--- config.mk ---
export PLATFORM = sky130hd
export DESIGN_NAME = shift_seq_ctrl
export DESIGN_NICKNAME = d
export VERILOG_FILES = /design/src/rtl/alu_pkg.sv /design/src/rtl/shift_step.sv /design/src/rtl/shift_seq_ctrl.sv
export SDC_FILE = /design/constraint.sdc
export NUM_CORES = 1
export LEC_CHECK = 0
export ABC_CLOCK_PERIOD_IN_PS = 3150
export BUFFER_PORTS_ARGS = -buffer_cell sky130_fd_sc_hd__buf_2
export CAP_MARGIN = 10
export CELL_PAD_IN_SITES_DETAIL_PLACEMENT = 1
export CELL_PAD_IN_SITES_GLOBAL_PLACEMENT = 2
export CORE_AREA = 4 4 66 68
export DETAILED_ROUTE_END_ITERATION = 8
export DIE_AREA = 0 0 70 72
export PLACE_DENSITY = 0.75
export SYNTH_ARGS = -nofsm -noshare
export SYNTH_HDL_FRONTEND = slang
export SYNTH_SLANG_ARGS = --single-unit
--- constraint.sdc ---
create_clock -name clk -period 3.15 [get_ports clk]
set_input_delay 0.1575 -clock clk [delete_from_list [all_inputs] [get_ports clk]]
set_output_delay 0.1575 -clock clk [all_outputs]
set_load 0.01 [all_outputs]
--- src/rtl/alu_pkg.sv ---
// Shared types and defaults for the ALU shift path.
package alu_pkg;

    localparam int WIDTH_DEF = 8;
    localparam int AMT_W_DEF = 4;

    typedef enum logic [1:0] {
        OP_LSR = 2'b00,
        OP_LSL = 2'b01,
        OP_ASR = 2'b10,
        OP_ROR = 2'b11
    } shift_op_e;

    // Explicit encodings keep the legacy state numbering visible.
    typedef enum logic [1:0] {
        IDLE  = 2'd0,
        SHIFT = 2'd1,
        DONE  = 2'd2
    } ctrl_state_e;

endpackage

--- src/rtl/shift_step.sv ---
// One-bit shift/rotate step: computes the next work value and the bit leaving it.
module shift_step
    import alu_pkg::*;
#(
    parameter int WIDTH = WIDTH_DEF
) (
    input  logic [WIDTH-1:0] data,
    input  shift_op_e        op,
    output logic [WIDTH-1:0] next_data,
    output logic             out_bit
);

    // Select fill bit and departing bit for the requested operation.
    always_comb begin
        next_data = data;
        out_bit   = data[0];
        case (op)
            OP_LSR: next_data = {1'b0, data[WIDTH-1:1]};
            OP_LSL: begin
                next_data = {data[WIDTH-2:0], 1'b0};
                out_bit   = data[WIDTH-1];
            end
            OP_ASR: next_data = {data[WIDTH-1], data[WIDTH-1:1]};
            OP_ROR: next_data = {data[0], data[WIDTH-1:1]};
        endcase
    end

endmodule

--- src/rtl/shift_seq_ctrl.sv ---
// Multi-cycle shift/rotate controller: one bit position per clock,
// valid/ready on both request and response sides, carry and zero flags.
module shift_seq_ctrl
    import alu_pkg::*;
#(
    parameter int WIDTH = WIDTH_DEF,
    parameter int AMT_W = AMT_W_DEF
) (
    input  logic             clk,
    input  logic             rst_n,
    input  logic             in_valid,
    output logic             in_ready,
    input  logic [WIDTH-1:0] in_a,
    input  logic [AMT_W-1:0] in_amt,
    input  logic [1:0]       in_op,
    output logic             out_valid,
    input  logic             out_ready,
    output logic [WIDTH-1:0] out_result,
    output logic             out_carry,
    output logic             out_zero,
    output logic             busy
);

    localparam int unsigned WIDTH_U = WIDTH;

    ctrl_state_e      state;
    logic [WIDTH-1:0] work;
    shift_op_e        op_q;
    logic [AMT_W-1:0] cnt;
    logic             carry;

    shift_op_e        req_op;
    int unsigned      amt_u;
    logic [AMT_W-1:0] k;
    logic [WIDTH-1:0] step_data;
    logic             step_bit;

    assign req_op = shift_op_e'(in_op);

    // Effective step count: rotates wrap modulo WIDTH, shifts saturate at WIDTH.
    always_comb begin
        amt_u = {{(32-AMT_W){1'b0}}, in_amt};
        if (req_op == OP_ROR) begin
            k = AMT_W'(amt_u % WIDTH_U);
        end else if (amt_u > WIDTH_U) begin
            k = AMT_W'(WIDTH_U);
        end else begin
            k = in_amt;
        end
    end

    shift_step #(
        .WIDTH (WIDTH)
    ) u_step (
        .data      (work),
        .op        (op_q),
        .next_data (step_data),
        .out_bit   (step_bit)
    );

    // FSM, work register, counter and carry flag.
    always_ff @(posedge clk or negedge rst_n) begin
        if (!rst_n) begin
            state <= IDLE;
            work  <= '0;
            op_q  <= OP_LSR;
            cnt   <= '0;
            carry <= 1'b0;
        end else begin
            case (state)
                IDLE: begin
                    if (in_valid) begin
                        work  <= in_a;
                        op_q  <= req_op;
                        carry <= 1'b0;
                        cnt   <= k;
                        state <= (k != '0) ? SHIFT : DONE;
                    end
                end
                SHIFT: begin
                    work  <= step_data;
                    carry <= step_bit;
                    cnt   <= cnt - 1'b1;
                    if (cnt == AMT_W'(1)) begin
                        state <= DONE;
                    end
                end
                DONE: begin
                    if (out_ready) begin
                        state <= IDLE;
                    end
                end
                default: state <= IDLE;
            endcase
        end
    end

    assign in_ready   = (state == IDLE);
    assign out_valid  = (state == DONE);
    assign busy       = (state != IDLE);
    assign out_result = work;
    assign out_carry  = carry;
    // Gated by DONE so the flag reads 0 out of reset although work is 0 then.
    assign out_zero   = (state == DONE) && (work == '0);

endmodule

==> impl_metrics.yaml <==
route:
  detailroute.via_count: 939
  avgRoutedWirePerCell_um: 16.75
  detail_route.wirelength_mm: 3.132
  postRouteAntennaNets: 0
  via_per_inst: 5.021
  drc: 0
  drt_iter0_drc: 45
  detailed_routing_iterations_pass_1: 4
worst_setup_path:
  worst_setup_path_startpoint: "state[0]"
  crit-reg2reg-launch: "state[0]"
  critical_path_class: "reg -> reg"
  worstSetupEndpointType: "flip-flop"
  crit_fanout: 14
  r2r_setup_slack_ps: 1280
  worstSetupStartpointType: "flip-flop"
  cp.required_ps: 3340
  cp.arrival_ps: 2060
  r2r.worst_path.cells: 3
  critical_path.reg2reg.endpoint: "state[1]"
pwr:
  pwr_density_cell_mw_per_mm2: 1044
  power.leakage_nw: 0.5887
  power.share.switching_pct: 45.47
  power_report.internal_total_mw: 0.7544
  peak_ir_drop_on_the_vdd_network_mv: 0.3005
  post-layout-total-power_mw: 1.383
  switching_power_mw: 0.6290
  clockPowerShare_pct: 12.0
  share_comb_of_total_power_pct: 51.2
  share_seq_of_total_power_pct: 36.8
sta:
  skew_ps: 6.887
  report.final.hold_viol_count: 0
  setup_viol: 0
  timing_worst_slew_pin_value_ps: 961.9
  slew_viol_final: 0
  fmaxAchievable_ghz: 0.5339
  post-route-min-period_ps: 1873
  timing.max_slew.rel_slack_pct: 35.74
  post-route-period-util_pct: 59.46
  setup_total_negative_slack_ps: 0
  rsz0062_at_grt: "no"
floorplanning:
  core_mm2: 0.003856
  design.portCount: 31
  die_x_um: 70
  die_height_um: 72
  placementRows: 23
  floorplan.die_area_mm2: 0.005040
  initial_util_pct: 28.39
min_path:
  timing.hold.worst_endpoint: "op_q[1]"
  holdCritStartpoint: "in_op[1]"
  hp-class: "in -> reg"
  hold_depth: 3
layout:
  fillerInstances: 474
  synthToLayoutAreaGrowth_pct: 21.03
  design.final.nets: 158
  layout-drive-gt1-share_pct: 31.39
  n_antenna_cell: 0
synthesis:
  yosys-mux-area-fraction_pct: 8.343
  synth_cells: 108
  synth-compound-area-share_pct: 25.71
  main_combinational_cell_family_by_area_after_synthesis: "compound AO/OA/AOI/OAI gates"
  ys.warnings.count: 0
  synth_simple_gate_area_share_pct: 18.86
  synth_xor_xnor_area_share_pct: 0
  yosys.cell_types.count: 38
  ys_seq_elements: 17
  synth.avg_cell_area_um2: 10.14
  synthesis.nets: 128
  synth.cell_area_mm2: 0.001095
  synth_sequential_area_ratio_pct: 38.86
  synth-adder-area-share_pct: 2.286
clocking:
  ctsRootBufferMaster: "clkbuf_8"
  postCtsSetupRepairBufs: 0
  cts_buffer_depth: 2
  tritoncts: "done"
  cts_hold_buffers: 1
  cts.sink_count: 17
  numCtsBuffers: 3
  path_clk_slew_ps: 70
  number_of_levels_in_the_clock_h_tree: 1
  worstSkewPairLatency_ps: 250
  cts_resized: 0
global_routing:
  grt_max_degree: 19
  number_of_antenna_violations_at_the_first_check_in_global_routing: 0
  grt_pass1_wl_mm: 5.181
  globalRouteTotalUtil_pct: 13.00
  congestion_overflow_gr: 0
  first_global_vias: 1041
outcome:
  run_status: "completed"
place:
  routability_cong: 0.7927
  place.port_buffers: 30
  dp.final_hpwl_mm: 2.445
job:
  cap_viol_max_count: 0
cells by family (layout without fill, tap and decap cells):
kind of cell	Yosys count	count (layout)
AND/OR/NAND/NOR	33	33
buffers and inverters	13	42
multiplexers	9	9
adder cells (fa/ha/maj)	2	2
flip-flops	17	17
AO/OA/AOI/OAI	34	34
cell usage in the layout (no fill, tap or decap), types with 2 or more instances in the layout:
cell / count
a22oi_1: 3
mux2i_1: 8
nor2b_1: 10
a21oi_1: 3
a221oi_2: 6
nand2_1: 6
inv_1: 7
dfrtp_1: 17
o21ai_0: 4
clkbuf_8: 3
nand3_1: 2
nand2b_1: 2
ha_1: 2
nand3b_1: 2
buf_2: 30
nor4_1: 2
o22ai_1: 8
power by group through the flow:
stage	Sequential, mW	Combinational, mW	Clock [mW]
final	0.509	0.708	0.166
after CTS	0.511	0.721	0.170
after global placement	0.511	0.694	0
after floorplan	0.468	0.550	0
after detailed placement	0.516	0.720	0
after global routing	0.540	0.788	0.182
synthesized netlist by cell type (all sizes together):
library cell,number,area [um^2]
nor4b,1,8.760
nor3b,2,26.28
nand4,1,6.260
o22ai,8,50.05
o21ai,4,20.02
nor2,1,3.750
nand2b,2,12.51
a221oi,6,90.09
a211o,1,8.760
ha,2,25.02
buf,6,38.79
mux2,1,11.26
a22oi,3,22.52
nand3b,2,15.01
nor4,2,12.51
a31oi,1,6.260
o2bb2ai,1,8.760
or3,1,6.260
nand3,2,10.01
or3b,1,8.760
mux2i,8,80.08
inv,7,26.28
and3,1,6.260
nor3,1,5.000
a21oi,3,15.01
a21o,1,7.510
dfrtp,17,425.4
o311ai,2,17.52
o21bai,1,7.510
nor2b,10,62.56
o211ai,1,7.510
nand2,6,22.52
a21bo,2,20.02
worst max-delay path by stage:
stage	slack (ps)	cells after the start	to
floorplan	1910	4	out_result[7]
global route	1110	3	state[1]
finish	1280	3	state[1]
global placement	1380	3	state[1]
CTS	1270	3	state[1]
detailed placement	1280	3	state[1]
state kept, by name, summed over array words and instances (netlist names):
register,cells
cnt,4
op_q,2
out_carry,1
out_result,8
state,2
per-stage QoR:
stage	utilization, %	hold WS, ps	std cells	worst slack, ps	area, um^2
CTS	34.36	116.9	187	1273	1325
global route	34.36	118.9	187	1114	1325
global placement	32.90	114.8	182	1376	1269
floorplan	-	-138.1	108	1906	1095
detailed placement	32.90	113.5	182	1276	1269
finish	34.36	116.9	187	1277	1325
worst max-delay path, stage by stage, from the launching register on:
cell     delay [ps]
dfrtp_1         610
nor2b_1         830
a22oi_1         150
a21bo_1         230
per-layer routing:
layer | up-vias | GRT usage (%) | routed length (um)
met5 | - | 0 | 0
met3 | 2 | 2.355 | 64
met2 | 8 | 23.92 | 1654
li1 | 463 | - | -
met4 | 0 | 3.830 | 17
met1 | 466 | 15.48 | 1395
area by class of cell:
class	instances	area (um^2)	area share, %
repair buffers	31	160.2	12.09
clock inverters	1	5.005	0.3777
clock buffers	3	41.29	3.116
flip-flops and latches	17	425.4	32.11
well taps	50	62.56	4.721
multi-input cells	78	604.3	45.61
inverters	7	26.28	1.983
Power figures use the tool's default switching activity.
